`src/rtl/icache_linefill_rsp_pkg.sv`:
```
// Shared types and sizing for the icache linefill response path.
package icache_linefill_rsp_pkg;
  localparam int MSHR_ENTRY_NUM = 8;
  localparam int TXNID_W        = $clog2(MSHR_ENTRY_NUM);
  localparam int INDEX_W        = 6;
  localparam int WAY_NUM        = 2;
  localparam int WAY_W          = (WAY_NUM > 1) ? $clog2(WAY_NUM) : 1;
  localparam int LF_BEAT_W      = 128;
  localparam int LF_BEAT_NUM    = 4;
  localparam int LF_LINE_W      = LF_BEAT_W * LF_BEAT_NUM;
  localparam int BEAT_CNT_W     = (LF_BEAT_NUM > 1) ? $clog2(LF_BEAT_NUM) : 1;

  typedef struct packed {
    logic [INDEX_W-1:0] index;
    logic [WAY_W-1:0]   way;
  } linefill_ctx_t;

  typedef struct packed {
    logic [INDEX_W-1:0]   index;
    logic [WAY_W-1:0]     way;
    logic [LF_LINE_W-1:0] data;
  } dataram_wr_pld_t;

  typedef struct packed {
    logic [TXNID_W-1:0]   txnid;
    logic                 last;
    logic [LF_BEAT_W-1:0] data;
  } rxdat_pld_t;

  localparam int LF_WR_PLD_W = $bits(dataram_wr_pld_t);

  typedef enum logic [1:0] {
    ST_COLLECT = 2'd0,
    ST_WRITE   = 2'd1,
    ST_DONE    = 2'd2
  } lf_state_e;
endpackage

```
`src/rtl/icache_linefill_ctx_tbl.sv`:
```
// Per-txnid linefill context table: {index, way} plus an outstanding bit per slot.
module icache_linefill_ctx_tbl
  import icache_linefill_rsp_pkg::*;
(
  input  logic                      clk,
  input  logic                      rst,
  input  logic                      i_wr_en,
  input  logic [TXNID_W-1:0]        i_wr_id,
  input  logic [INDEX_W-1:0]        i_wr_index,
  input  logic [WAY_W-1:0]          i_wr_way,
  input  logic                      i_clr_en,
  input  logic [TXNID_W-1:0]        i_clr_id,
  input  logic [TXNID_W-1:0]        i_rd_id,
  output logic [INDEX_W-1:0]        o_rd_index,
  output logic [WAY_W-1:0]          o_rd_way,
  output logic [MSHR_ENTRY_NUM-1:0] o_valid
);
  linefill_ctx_t w_ctx_arr [MSHR_ENTRY_NUM];
  linefill_ctx_t w_wr_ctx;
  linefill_ctx_t w_rd_ctx;

  assign w_wr_ctx.index = i_wr_index;
  assign w_wr_ctx.way   = i_wr_way;

  genvar gi;
  generate
    for (gi = 0; gi < MSHR_ENTRY_NUM; gi++) begin : g_slot
      linefill_ctx_t r_ctx;
      logic          r_valid;
      logic          w_wr;
      logic          w_clr;

      assign w_wr  = i_wr_en  && (i_wr_id  == TXNID_W'(gi));
      assign w_clr = i_clr_en && (i_clr_id == TXNID_W'(gi));

      // A capture landing on the same cycle as the done-clear keeps the slot live.
      always_ff @(posedge clk or posedge rst) begin
        if (rst) begin
          r_ctx   <= '0;
          r_valid <= 1'b0;
        end else begin
          if (w_wr) r_ctx <= w_wr_ctx;
          if (w_wr)       r_valid <= 1'b1;
          else if (w_clr) r_valid <= 1'b0;
        end
      end

      assign w_ctx_arr[gi] = r_ctx;
      assign o_valid[gi]   = r_valid;
    end
  endgenerate

  assign w_rd_ctx   = w_ctx_arr[i_rd_id];
  assign o_rd_index = w_rd_ctx.index;
  assign o_rd_way   = w_rd_ctx.way;
endmodule

```
`src/rtl/icache_linefill_rsp.sv`:
```
// Linefill receive path: snoops txreq for ctx, gathers rx beats into a line,
// writes it to the dataram and pulses the owning MSHR entry's done.
module icache_linefill_rsp
  import icache_linefill_rsp_pkg::*;
(
  input  logic                      clk,
  input  logic                      rst,
  input  logic                      txreq_vld,
  input  logic                      txreq_rdy,
  input  logic [TXNID_W-1:0]        txreq_txnid,
  input  logic [INDEX_W-1:0]        txreq_index,
  input  logic [WAY_W-1:0]          txreq_way,
  input  logic                      rxdat_vld,
  output logic                      rxdat_rdy,
  input  logic [TXNID_W-1:0]        rxdat_txnid,
  input  logic                      rxdat_last,
  input  logic [LF_BEAT_W-1:0]      rxdat_data,
  output logic                      dataram_wr_vld,
  input  logic                      dataram_wr_rdy,
  output logic [LF_WR_PLD_W-1:0]    dataram_wr_pld,
  output logic [MSHR_ENTRY_NUM-1:0] v_linefill_done,
  output logic [MSHR_ENTRY_NUM-1:0] ctx_valid,
  output logic                      proto_err
);
  lf_state_e                 r_state;
  lf_state_e                 w_state_next;
  logic [BEAT_CNT_W-1:0]     r_beat_cnt;
  logic [TXNID_W-1:0]        r_cur_txnid;
  logic                      r_proto_err;
  logic [LF_LINE_W-1:0]      w_line;
  logic [INDEX_W-1:0]        w_rd_index;
  logic [WAY_W-1:0]          w_rd_way;
  logic [MSHR_ENTRY_NUM-1:0] w_ctx_valid;
  rxdat_pld_t                w_rx;
  dataram_wr_pld_t           w_pld;
  logic                      w_beat_hs;
  logic                      w_beat_final;
  logic                      w_cap;
  logic                      w_clr;
  logic                      w_err_cap;
  logic                      w_err_beat;

  assign w_rx.txnid = rxdat_txnid;
  assign w_rx.last  = rxdat_last;
  assign w_rx.data  = rxdat_data;

  assign w_beat_hs    = rxdat_vld && rxdat_rdy;
  assign w_beat_final = (r_beat_cnt == BEAT_CNT_W'(LF_BEAT_NUM - 1));
  assign w_cap        = txreq_vld && txreq_rdy;
  assign w_clr        = (r_state == ST_DONE);

  icache_linefill_ctx_tbl u_ctx_tbl (
    .clk        (clk),
    .rst        (rst),
    .i_wr_en    (w_cap),
    .i_wr_id    (txreq_txnid),
    .i_wr_index (txreq_index),
    .i_wr_way   (txreq_way),
    .i_clr_en   (w_clr),
    .i_clr_id   (r_cur_txnid),
    .i_rd_id    (r_cur_txnid),
    .o_rd_index (w_rd_index),
    .o_rd_way   (w_rd_way),
    .o_valid    (w_ctx_valid)
  );

  // Re-capturing a slot that is being released this cycle is a legal reuse, not a collision.
  assign w_err_cap  = w_cap && w_ctx_valid[txreq_txnid] && !(w_clr && (r_cur_txnid == txreq_txnid));
  assign w_err_beat = w_beat_hs &&
                      (((r_beat_cnt != '0) && (w_rx.txnid != r_cur_txnid)) ||
                       !w_ctx_valid[w_rx.txnid] ||
                       (w_rx.last != w_beat_final));

  genvar gi;
  generate
    for (gi = 0; gi < LF_BEAT_NUM; gi++) begin : g_beat
      logic [LF_BEAT_W-1:0] r_buf;
      always_ff @(posedge clk or posedge rst) begin
        if (rst)                                                r_buf <= '0;
        else if (w_beat_hs && (r_beat_cnt == BEAT_CNT_W'(gi))) r_buf <= w_rx.data;
      end
      assign w_line[gi*LF_BEAT_W +: LF_BEAT_W] = r_buf;
    end
  endgenerate

  always_ff @(posedge clk or posedge rst) begin
    if (rst) begin
      r_state     <= ST_COLLECT;
      r_beat_cnt  <= '0;
      r_cur_txnid <= '0;
      r_proto_err <= 1'b0;
    end else begin
      r_state     <= w_state_next;
      r_proto_err <= r_proto_err | w_err_cap | w_err_beat;
      if (w_beat_hs) begin
        r_beat_cnt <= w_beat_final ? '0 : r_beat_cnt + 1'b1;
        if (r_beat_cnt == '0) r_cur_txnid <= w_rx.txnid;
      end
    end
  end

  always_comb begin
    w_state_next    = r_state;
    rxdat_rdy       = 1'b0;
    dataram_wr_vld  = 1'b0;
    v_linefill_done = '0;
    case (r_state)
      ST_COLLECT: begin
        rxdat_rdy = !rst;
        if (w_beat_hs && w_beat_final) w_state_next = ST_WRITE;
      end
      ST_WRITE: begin
        dataram_wr_vld = 1'b1;
        if (dataram_wr_rdy) w_state_next = ST_DONE;
      end
      ST_DONE: begin
        v_linefill_done[r_cur_txnid] = 1'b1;
        w_state_next                 = ST_COLLECT;
      end
      default: w_state_next = ST_COLLECT;
    endcase
  end

  assign w_pld.index    = w_rd_index;
  assign w_pld.way      = w_rd_way;
  assign w_pld.data     = w_line;
  assign dataram_wr_pld = w_pld;
  assign ctx_valid      = w_ctx_valid;
  assign proto_err      = r_proto_err;
endmodule
```
`config.mk`:
```
export PLATFORM = sky130hd
export DESIGN_NAME = icache_linefill_rsp
export DESIGN_NICKNAME = d
export VERILOG_FILES = /design/src/rtl/icache_linefill_rsp_pkg.sv /design/src/rtl/icache_linefill_ctx_tbl.sv /design/src/rtl/icache_linefill_rsp.sv
export SDC_FILE = /design/constraint.sdc
export NUM_CORES = 1
export LEC_CHECK = 0
export ABC_CLOCK_PERIOD_IN_PS = 28800
export CAP_MARGIN = 20
export CELL_PAD_IN_SITES_DETAIL_PLACEMENT = 1
export CELL_PAD_IN_SITES_GLOBAL_PLACEMENT = 1
export CORE_AREA = 2 2 265 267
export DETAILED_ROUTE_END_ITERATION = 8
export DIE_AREA = 0 0 267 269
export PLACE_DENSITY_LB_ADDON = 0.05
export SETUP_SLACK_MARGIN = 0.05
export SLEW_MARGIN = 30
export SYNTH_ARGS = -nofsm -noshare
export SYNTH_HDL_FRONTEND = slang
export SYNTH_SLANG_ARGS = --single-unit
```
`constraint.sdc`:
```
create_clock -name clk -period 28.8 [get_ports clk]
set_input_delay 5.76 -clock clk [delete_from_list [all_inputs] [get_ports clk]]
set_output_delay 5.76 -clock clk [all_outputs]
set_load 0.02 [all_outputs]
```
# After elaboration in Yosys (flattened, before gate mapping)
# Index checks and enable logic that the tools add are counted.
[word_totals] elab_cells=145 rom_bits=0 latchBits=0 out_inout_bits=538 mem_bits_rw=0 regBits=584 n_memories=0 input_bits=148
[op_classes] div=0 n_shift=0 reduce_logical=48 bitwise_logic=3 n_lt_le_gt_ge=5 add_sub_neg=1 n_mul=0 muxes=32 eq_ne=24
[op_table] op="logical AND 1 bit" n=28
[op_table] op="== test 3 bit, second input constant" n=8
[op_table] op="binary-select mux 7 bit (select 3 bit)" n=1
[op_table] op="two-way mux 1 bit" n=21
[op_table] op="nonzero test 2 bit" n=9
[op_table] op="two-way mux 7 bit" n=2
[op_table] op="== test 3 x 2 -> 1 bit, second input constant" n=4
[op_table] op="< comparator 3 x 4 -> 1 bit, second input constant" n=3
[op_table] op="two-way mux 8 bit" n=1
[op_table] op="binary-select mux 1 bit (select 3 bit)" n=2
[op_table] op="== test 2 bit, second input constant" n=3
[op_table] op="== test 3 x 1 -> 1 bit, second input constant" n=2
[op_table] op="logical NOT 3 bit" n=2
[op_table] op="two-way mux 2 bit" n=3
[op_table] op="== test 2 x 1 -> 1 bit, second input constant" n=2
[op_table] op="greater-or-equal comparator 4 bit, second input constant" n=1
[op_table] op="logical NOT 2 bit" n=2
[op_table] op="!= test 2 bit, second input constant" n=2
[op_table] op="inverter 3 -> 4 bit" n=1
[op_table] op="one-hot mux 2 bit (2 select lines)" n=1
[op_table] op="AND reduction 2 bit" n=2
[op_table] op="demux 1 bit (select 3 bit)" n=1
[op_table] op="== test 3 bit" n=1
[op_table] op="greater-or-equal comparator 3 x 1 -> 1 bit, second input constant" n=1
[op_table] op="6 further kinds" n=10

# Depth between registers and ports, before layout
# Gate-level depths: netlist of the first run.
[logic_depth] ltp_word=7 depth_mapped=7 ltp_nobuf=5

# Hierarchy
# A second synthesis of the first run with hierarchy kept.
[hier_totals] cells_unflattened=1352 hier_area_um2=24064.3
[modules_own_cells] module="icache_linefill_rsp" n_inst=1 seq_area_each_um2=13012.5 cells_each=1164 area_each_um2=21016.4
[modules_own_cells] module="icache_linefill_ctx_tbl" n_inst=1 seq_area_each_um2=1601.5 cells_each=188 area_each_um2=3047.9

# Worst setup path after synthesis of the first run
# Ideal clock, no wire load.
[synth_timing] path_type="input port to output port" from="input rst" to="output rxdat_rdy" stages=1 t_arrival_ps=6082 slack_ps=16958 path_buffers=0 required_ps=23040 path_cell_list="nor3_2"
[synth_between] elab_chain_len=2
[synth_lines] element="start: declaration" line="icache_linefill_rsp.sv:7" rtl="input logic rst,"
[synth_lines] element="logical NOT 1 bit (no source line)"
[synth_lines] element="two-way mux 1 bit" line="icache_linefill_rsp.sv:107" rtl="case (r_state)"
[synth_lines] element="end: declaration" line="icache_linefill_rsp.sv:14" rtl="output logic rxdat_rdy,"
# Every way passes these cells.

# Worst setup path in the final report of the first run
# Ends and elaborated chain as after synthesis.

==> results of run 1 <==
-- path summary, 6_finish.rpt --
path,start,end,slack (ns),cells after the start
min in group asynchronous,rst,g_beat[2].r_buf[111],5.65,2
max in group asynchronous,rst,g_beat[0].r_buf[14],20.89,5
worst max-delay path,rst,rxdat_rdy,15.82,3
worst max register to register,r_state[0],g_beat[0].r_buf[18],25.47,5
worst min-delay path,g_beat[2].r_buf[18],g_beat[2].r_buf[18],0.49,1
worst min register to register,g_beat[2].r_buf[18],g_beat[2].r_buf[18],0.49,1
-- area by class of cell --
cell class	instances	share of cell area
Multi-Input combinational cell	677	0.264
Antenna cell	5	0.000368
Clock inverter	3	0.00118
Timing Repair Buffer	702	0.207
Tap cell	940	0.0346
Clock buffer	107	0.0614
Inverter	7	0.000994
Sequential cell	584	0.430
-- cell families (layout without fill, tap and decap cells) --
| group | after synthesis | count (layout) | synth area share |
|---|---|---|---|
| multiplexers | 597 | 597 | 0.346 |
| flip-flops | 584 | 584 | 0.601 |
| buffers and inverters | 85 | 819 | 0.0319 |
| AND/OR/NAND/NOR | 46 | 46 | 0.0103 |
| AO/OA/AOI/OAI | 23 | 23 | 0.00535 |
| XOR/XNOR | 7 | 7 | 0.00252 |
| adder cells (fa/ha/maj) | 4 | 4 | 0.00206 |
| other | 0 | 5 | 0 |
-- metal layers --
layer,track usage,vias to the layer above,part of all wire
li1,-,6154,-
met1,0.264,7626,0.39
met2,0.374,433,0.50
met3,0.0838,126,0.084
met4,0.0742,12,0.030
met5,0,-,0.0010
-- cell usage in the layout (no fill, tap or decap), types with 8 or more instances in the layout --
cell,instances
clkbuf_1,21
buf_4,9
clkbuf_8,13
clkdlybuf4s50_1,685
mux2_2,169
o21ai_0,17
nand2_1,8
clkbuf_16,73
nor2_1,10
dfrtp_1,583
mux4_2,16
mux2_4,404
-- worst max-delay path, delay by kind of cell --
| family | cells | cell delay [ns] |
|---|---|---|
| and+or+nand+nor | 1 | 0.25 |
| buffers and inverters | 2 | 1.21 |
-- flip-flops by register name, summed over array words and instances (netlist names) --
name                      flops
g_beat.r_buf                512
u_ctx_tbl.g_slot.r_ctx       56
u_ctx_tbl.g_slot.r_valid      8
r_cur_txnid                   3
r_beat_cnt                    2
r_state                       2
proto_err                     1
-- per-stage QoR --
step | area (sq um) | instances | utilization | total power, uW | hold slack, ns
after floorplan | 24300 | 1346 | - | 2580 | 0.475
after global placement | 31800 | 2908 | 0.458 | 3640 | 0.476
after detailed placement | 31800 | 2910 | 0.459 | 3670 | 0.485
after CTS | 33900 | 3020 | 0.490 | 4540 | 0.502
after global routing | 34000 | 3023 | 0.490 | 4690 | 0.512
final | 34000 | 3025 | 0.490 | 4480 | 0.493
-- power breakdown --
group          total [uW]  switching, uW  internal (uW)
Clock                 841            339            501
Combinational        2190           1020           1170
Sequential           1450            241           1210
Total                4480           1600           2880
==> results.json, run 1 <==
{
  "status": "complete, no violations",
  "cts_buffers": 70,
  "fmaxAchievable_ghz": 0.0771,
  "die_w_microns": 267,
  "peakVddDrop_v": 0.0000633,
  "synth_edf_count": 0,
  "drt_iter0_drc": 564,
  "hp-class": "register to register",
  "register_area_sq_mm": 0.0146,
  "synth_seq_cells": 584,
  "period_minus_slack_ns": 12.98,
  "routed_via_density": 4.74,
  "grt_pass1_wl_microns": 117000,
  "dr_total_vias": 14351,
  "fin_setup_tns_ns": 0,
  "cpPeakStageDelay_ns": 0.68,
  "cts.sinks": 584,
  "first_global_vias": 16006,
  "slowest_stage": "clkdlybuf4s50_1",
  "critPathRequiredTime_ns": 23.04,
  "synth_top_area_frac": 0.601,
  "synth_area_per_cell_sq_um": 18.1,
  "synth_nets": 1498,
  "grt_usage": 0.223,
  "crit_path_frequent_cell": "clkdlybuf4s50_1",
  "yosysMostFrequentCell": "dfrtp_1",
  "post_cts_buffers": 0,
  "hpwl_microns": 57800,
  "clk_pin_slew_ns": 0.05,
  "synth.area.top_cells": "dfrtp_1 60%, mux2_4 25%, mux2_2 7.8%",
  "wire_per_inst_microns": 26.8,
  "worst_slack_ns": 15.82,
  "async_reset_ff_frac": 1.00,
  "cts.repair.resized": 0,
  "cts_max_level": 3,
  "die_area_sq_mm": 0.0718,
  "synth.distinct_cells": 35,
  "clkLatencyLatePin_ns": 0.60,
  "ys.warnings.count": 0,
  "rsz0062_at_grt": "false",
  "slew_headroom": 0.378,
  "antenna_found_initial": 11,
  "synth_area_sq_mm": 0.0243,
  "powerDensity_mw_per_mm2": 132,
  "ant_nets": 0,
  "clock_path_buffers": 3,
  "finalSetupViolations": 0,
  "ys.flop_type": "dfrtp_1",
  "port_buffers": 685,
  "cp-end-kind": "output port",
  "synth_top_area_cell": "dfrtp_1",
  "synth_common_cells": "584 x dfrtp_1, 404 x mux2_4, 169 x mux2_2",
  "holdBufCountCts": 0,
  "num_rows": 97,
  "worstSetupPathType": "input port to output port",
  "grt_max_degree": 78,
  "hold_viol": 0,
  "synthToLayoutAreaGrowth_pct": 39.8,
  "globalplace.congestion": 0.805,
  "seq_area_frac_synth": 0.601,
  "drc": 0,
  "syn_inst": 1346,
  "pre_cts_slack_ns": 15.82,
  "start_util": 0.351,
  "nFillCells": 6575,
  "slew_violations": 0,
  "drive_above_1_share": 0.339,
  "cp-start-kind": "input port",
  "drt_wl_total_microns": 81200,
  "multi_input_area_sq_mm": 0.00897,
  "cts-root-buf": "clkbuf_16",
  "fin_crit_sh": 0.451,
  "critical_path.cell_chain": "clkdlybuf4s50_1, nor3_2, clkdlybuf4s50_1",
  "critPathMaxFanout": 3,
  "skew_ns": 0.0216,
  "p_leak_uw": 0.0157,
  "drt_first_pass_iters": 4,
  "ios": 686,
  "grt_remaining_overflow": 0,
  "cts_tree": "yes",
  "core_sq_mm": 0.0693,
  "die_h_microns": 269,
  "worst_pin_slew_ns": 0.933,
  "drv_cap": 0,
  "arrival_ns": 7.22,
  "nets": 2194
}
(Power assumes the default switching activity.)
==> run 2, diff against run 1 <==
Settings changed: ABC_CLOCK_PERIOD_IN_PS 28800 to 10920, CORE_AREA 2 2 265 267 to 2 2 263 265, DIE_AREA 0 0 267 269 to 0 0 265 267.
Clock period 28.8 ns to 10.92 ns, I/O delays scaled along.
==> results.json, run 2 (same netlist as run 1, synthesis figures left out) <==
{
  "cts_tree": "yes",
  "ant_nets": 0,
  "p_leak_uw": 0.0158,
  "final_util": 0.500,
  "cp-start-kind": "input port",
  "cts_max_level": 3,
  "cpPeakStageDelay_ns": 0.65,
  "core_sq_mm": 0.0680,
  "drt_first_pass_iters": 4,
  "critPathCapture": "rxdat_rdy",
  "wire_per_inst_microns": 27.0,
  "fin_crit_sh": 0.520,
  "die_w_microns": 265,
  "cts-root-buf": "clkbuf_16",
  "whs_path_depth": 1,
  "drv_cap": 0,
  "place_area_sq_mm": 0.0318,
  "rrSetupSlack_ns": 7.74,
  "top_regs": "g_beat.r_buf x512, u_ctx_tbl.g_slot.r_ctx x56, u_ctx_tbl.g_slot.r_valid x8",
  "hpwl_microns": 57300,
  "mostFrequentLayoutCell": "clkdlybuf4s50_1",
  "critPathMaxFanout": 3,
  "arrival_ns": 3.49,
  "hold_viol": 0,
  "status": "complete, no violations",
  "fmaxAchievable_ghz": 0.176,
  "powerDensity_mw_per_mm2": 348,
  "clkLatencyLatePin_ns": 0.59,
  "die_area_sq_mm": 0.0708,
  "drt_iter0_drc": 531,
  "hp-class": "register to register",
  "critPathRequiredTime_ns": 8.74,
  "skew_ns": 0.0186,
  "holdBufCountCts": 0,
  "grt_pass1_wl_microns": 117000,
  "regMostFlops": "g_beat.r_buf",
  "critPathTopFamily": "buffers and inverters",
  "globalplace.congestion": 0.813,
  "first_global_vias": 15942,
  "path_buf_inv": 2,
  "whs_ns": 0.497,
  "port_buffers": 685,
  "grt_remaining_overflow": 0,
  "grt_max_degree": 167,
  "slowest_stage": "clkdlybuf4s50_1",
  "crit_start": "rst",
  "fin_setup_tns_ns": 0,
  "r2r_end": "g_beat[2].r_buf[3]",
  "ios": 686,
  "slew_headroom": 0.382,
  "ff2ff_path_depth": 5,
  "routed_via_density": 4.83,
  "worstSetupPathType": "input port to output port",
  "clock_path_buffers": 3,
  "final_cell_mix": "685 x clkdlybuf4s50_1, 583 x dfrtp_1, 404 x mux2_4, 169 x mux2_2, 71 x clkbuf_16",
  "final_area_sq_mm": 0.0340,
  "drc": 0,
  "rsz0062_at_grt": "false",
  "antenna_found_initial": 6,
  "clk_pin_slew_ns": 0.06,
  "cp-end-kind": "output port",
  "peakVddDrop_v": 0.000162,
  "num_rows": 96,
  "path_depth": 3,
  "slew_violations": 0,
  "cts.sinks": 584,
  "synthToLayoutAreaGrowth_pct": 39.9,
  "largest_reg_flops": 512,
  "cts.repair.resized": 0,
  "start_util": 0.357,
  "period_minus_slack_ns": 5.67,
  "nets": 2195,
  "crit-reg2reg-launch": "r_state[0]",
  "critical_path.cell_chain": "clkdlybuf4s50_1, nor3_2, clkdlybuf4s50_1",
  "die_h_microns": 267,
  "drt_wl_total_microns": 80300,
  "crit_path_frequent_cell": "clkdlybuf4s50_1",
  "finalSetupViolations": 0,
  "post_cts_buffers": 0,
  "cts_buffers": 69,
  "drive_above_1_share": 0.346,
  "grt_usage": 0.225,
  "worst_pin_slew_ns": 0.927,
  "dr_total_vias": 14370
}
[run 2: worst min path at each step]
stage	from	to	slack, ns
CTS	g_beat[2].r_buf[19]	g_beat[2].r_buf[19]	0.50
global placement	g_beat[2].r_buf[19]	g_beat[2].r_buf[19]	0.48
detailed placement	g_beat[2].r_buf[1]	g_beat[2].r_buf[1]	0.48
global route	g_beat[2].r_buf[85]	g_beat[2].r_buf[85]	0.51
floorplan	u_ctx_tbl.g_slot[0].r_ctx[0]	u_ctx_tbl.g_slot[0].r_ctx[0]	0.47
finish	g_beat[2].r_buf[19]	g_beat[2].r_buf[19]	0.50
[run 2: cell type report]
cell class                      count  area (sq um)
Multi-Input combinational cell    677          8970
Sequential cell                   584         14600
Inverter                            7          30.0
Clock inverter                     18           146
Antenna cell                        2          5.00
Clock buffer                      100          2020
Tap cell                          882          1100
Fill cell                        6466         34000
Timing Repair Buffer              704          7110
[run 2: where the power goes]
part	leakage [uW]	internal [uW]	switching (uW)
clock network	0.00108	1320	916
registers	0.00703	3190	634
logic	0.00768	3090	2670
total	0.0158	7600	4220
[run 2: metrics by stage]
stage,setup slack [ns],total power [uW],instances
2_1_floorplan,0.777,6800,1346
3_3_place_gp,5.23,9560,2850
3_5_place_dp,5.26,9660,2853
4_1_cts,5.24,12000,2971
5_1_grt,5.17,12400,2973
6_report,5.25,11800,2974
[run 2: per-layer routing]
| layer | up-vias | share of wire | global-route usage |
|---|---|---|---|
| met4 | 6 | 0.030 | 0.0796 |
| met2 | 449 | 0.50 | 0.383 |
| met1 | 7651 | 0.39 | 0.268 |
| li1 | 6155 | - | - |
| met3 | 109 | 0.074 | 0.0714 |
| met5 | - | 0.00049 | 0 |
==> run 3, diff against run 2 <==
Settings changed: ABC_CLOCK_PERIOD_IN_PS 10920 to 4940.
Clock period 10.92 ns to 4.94 ns, I/O delays scaled along.
==> results.json, run 3 (same netlist as run 1, synthesis figures left out) <==
{
  "clk_pin_slew_ns": 0.06,
  "powerDensity_mw_per_mm2": 769,
  "cp-start-kind": "register",
  "cts-root-buf": "clkbuf_16",
  "p_comb_frac": 0.483,
  "nFillCells": 6414,
  "worst_pin_slew_ns": 0.995,
  "drive_above_1_share": 0.350,
  "die_area_sq_mm": 0.0708,
  "cts_max_level": 3,
  "grt_remaining_overflow": 0,
  "slowest_stage": "dfrtp_1",
  "path_depth": 4,
  "path_buf_inv": 2,
  "final_cell_mix": "685 x clkdlybuf4s50_1, 584 x dfrtp_1, 404 x mux2_4, 169 x mux2_2, 72 x clkbuf_16",
  "grtUsageMet3": 0.0752,
  "critPathRequiredTime_ns": 3.95,
  "cpPeakStageDelay_ns": 0.71,
  "worst_slack_ns": 0.898,
  "clkLatencyLatePin_ns": 0.60,
  "cts.sinks": 584,
  "nets": 2205,
  "drt_iter0_drc": 554,
  "grt_max_degree": 93,
  "core_sq_mm": 0.0680,
  "p_sw_uw": 9360,
  "slew_violations": 0,
  "hp-class": "register to register",
  "num_rows": 96,
  "top_regs": "g_beat.r_buf x512, u_ctx_tbl.g_slot.r_ctx x56, u_ctx_tbl.g_slot.r_valid x8",
  "dr_total_vias": 14367,
  "die_w_microns": 265,
  "port_buffers": 685,
  "globalplace.congestion": 0.815,
  "cts_buffers": 69,
  "grt_util_met2": 0.373,
  "p_int_uw": 17000,
  "hold_viol": 0,
  "grt_pass1_wl_microns": 116000,
  "skew_ns": 0.0134,
  "power_frac_seq": 0.322,
  "drt_wl_total_microns": 79800,
  "grt_usage": 0.224,
  "largest_reg_flops": 512,
  "final_util": 0.504,
  "pre_cts_slack_ns": 1.09,
  "rsz0062_at_grt": "false",
  "critPathTopFamily": "buffers and inverters",
  "whs_path_depth": 1,
  "holdBufCountCts": 0,
  "drt_first_pass_iters": 4,
  "routed_via_density": 4.81,
  "worstSetupPathType": "register to output port",
  "ant_nets": 0,
  "regMostFlops": "g_beat.r_buf",
  "pwr-share-clk": 0.195,
  "period_minus_slack_ns": 4.04,
  "fin_crit_sh": 0.818,
  "antenna_found_initial": 5,
  "busiest_layer": "met2",
  "switching_share": 0.356,
  "drc": 0,
  "whs_ns": 0.495,
  "critical_path.cell_chain": "buf_4, mux4_2, mux2_2, clkdlybuf4s50_1",
  "clock_path_buffers": 3,
  "mostFrequentLayoutCell": "clkdlybuf4s50_1",
  "ios": 686,
  "cts.repair.resized": 0,
  "cp-end-kind": "output port",
  "critPathMaxFanout": 14,
  "die_h_microns": 267,
  "status": "complete, no violations",
  "drv_cap": 0,
  "peakVddDrop_v": 0.000344,
  "fmaxAchievable_ghz": 0.247,
  "wire_per_inst_microns": 26.7,
  "grt_use_met1": 0.263,
  "post_cts_buffers": 0,
  "synthToLayoutAreaGrowth_pct": 40.9,
  "p_leak_uw": 0.0159,
  "first_global_vias": 16090,
  "slew_headroom": 0.336,
  "hpwl_microns": 57800,
  "finalSetupViolations": 0,
  "ff2ff_path_depth": 5,
  "arrival_ns": 3.05,
  "start_util": 0.357,
  "cts_tree": "yes"
}
==> run 3: cell count changes in the layout (fill, tap and decap cells not counted), sizes merged <==
cell,previous run,this run
bufinv,2,4
diode,2,4
clkinvlp,2,4
buf,19,29
inv,7,10
clkinv,14,10
==> run 3: final timing paths <==
path | from | to | slack (ns)
max in group asynchronous | rst | g_beat[3].r_buf[40] | 2.94
max | r_cur_txnid[0] | dataram_wr_pld[516] | 0.90
min | g_beat[2].r_buf[19] | g_beat[2].r_buf[19] | 0.49
max reg2reg | r_state[0] | g_beat[2].r_buf[2] | 2.04
min in group asynchronous | rst | g_beat[2].r_buf[114] | 0.96
min reg2reg | g_beat[2].r_buf[19] | g_beat[2].r_buf[19] | 0.49
==> run 3: per-layer routing <==
metal  share of wire  routed length (microns)
met4           0.041                     3260
met2            0.49                    39300
met1            0.39                    31300
met5         0.00033                       26
met3           0.074                     5920
==> run 3: power groups by stage <==
stage               clock (uW)  combinational (uW)  sequential (uW)
floorplan                    0                4180            10800
global placement             0               12700             8450
detailed placement           0               12800             8520
CTS                       5300               12900             8500
global route              5490               13200             8780
finish                    5140               12700             8480
==> run 3: stage by stage <==
step,total power [uW],area [sq um],TNS [ns],instances
after floorplan,15000,24300,-2340.34,1346
after global placement,21200,31900,0,2864
after detailed placement,21300,32000,0,2864
after CTS,26700,34200,0,2985
after global routing,27500,34200,0,2987
final,26300,34200,0,2989
==> run 3: final cells by class <==
cell class / count / area [sq um] / area share
Tap cell: 882 / 1100 / 0.0322
Antenna cell: 4 / 10.0 / 0.000292
Timing Repair Buffer: 714 / 7240 / 0.211
Sequential cell: 584 / 14600 / 0.427
Multi-Input combinational cell: 677 / 8970 / 0.262
Clock buffer: 100 / 2040 / 0.0595
Clock inverter: 21 / 239 / 0.00698
Inverter: 7 / 30.0 / 0.000877
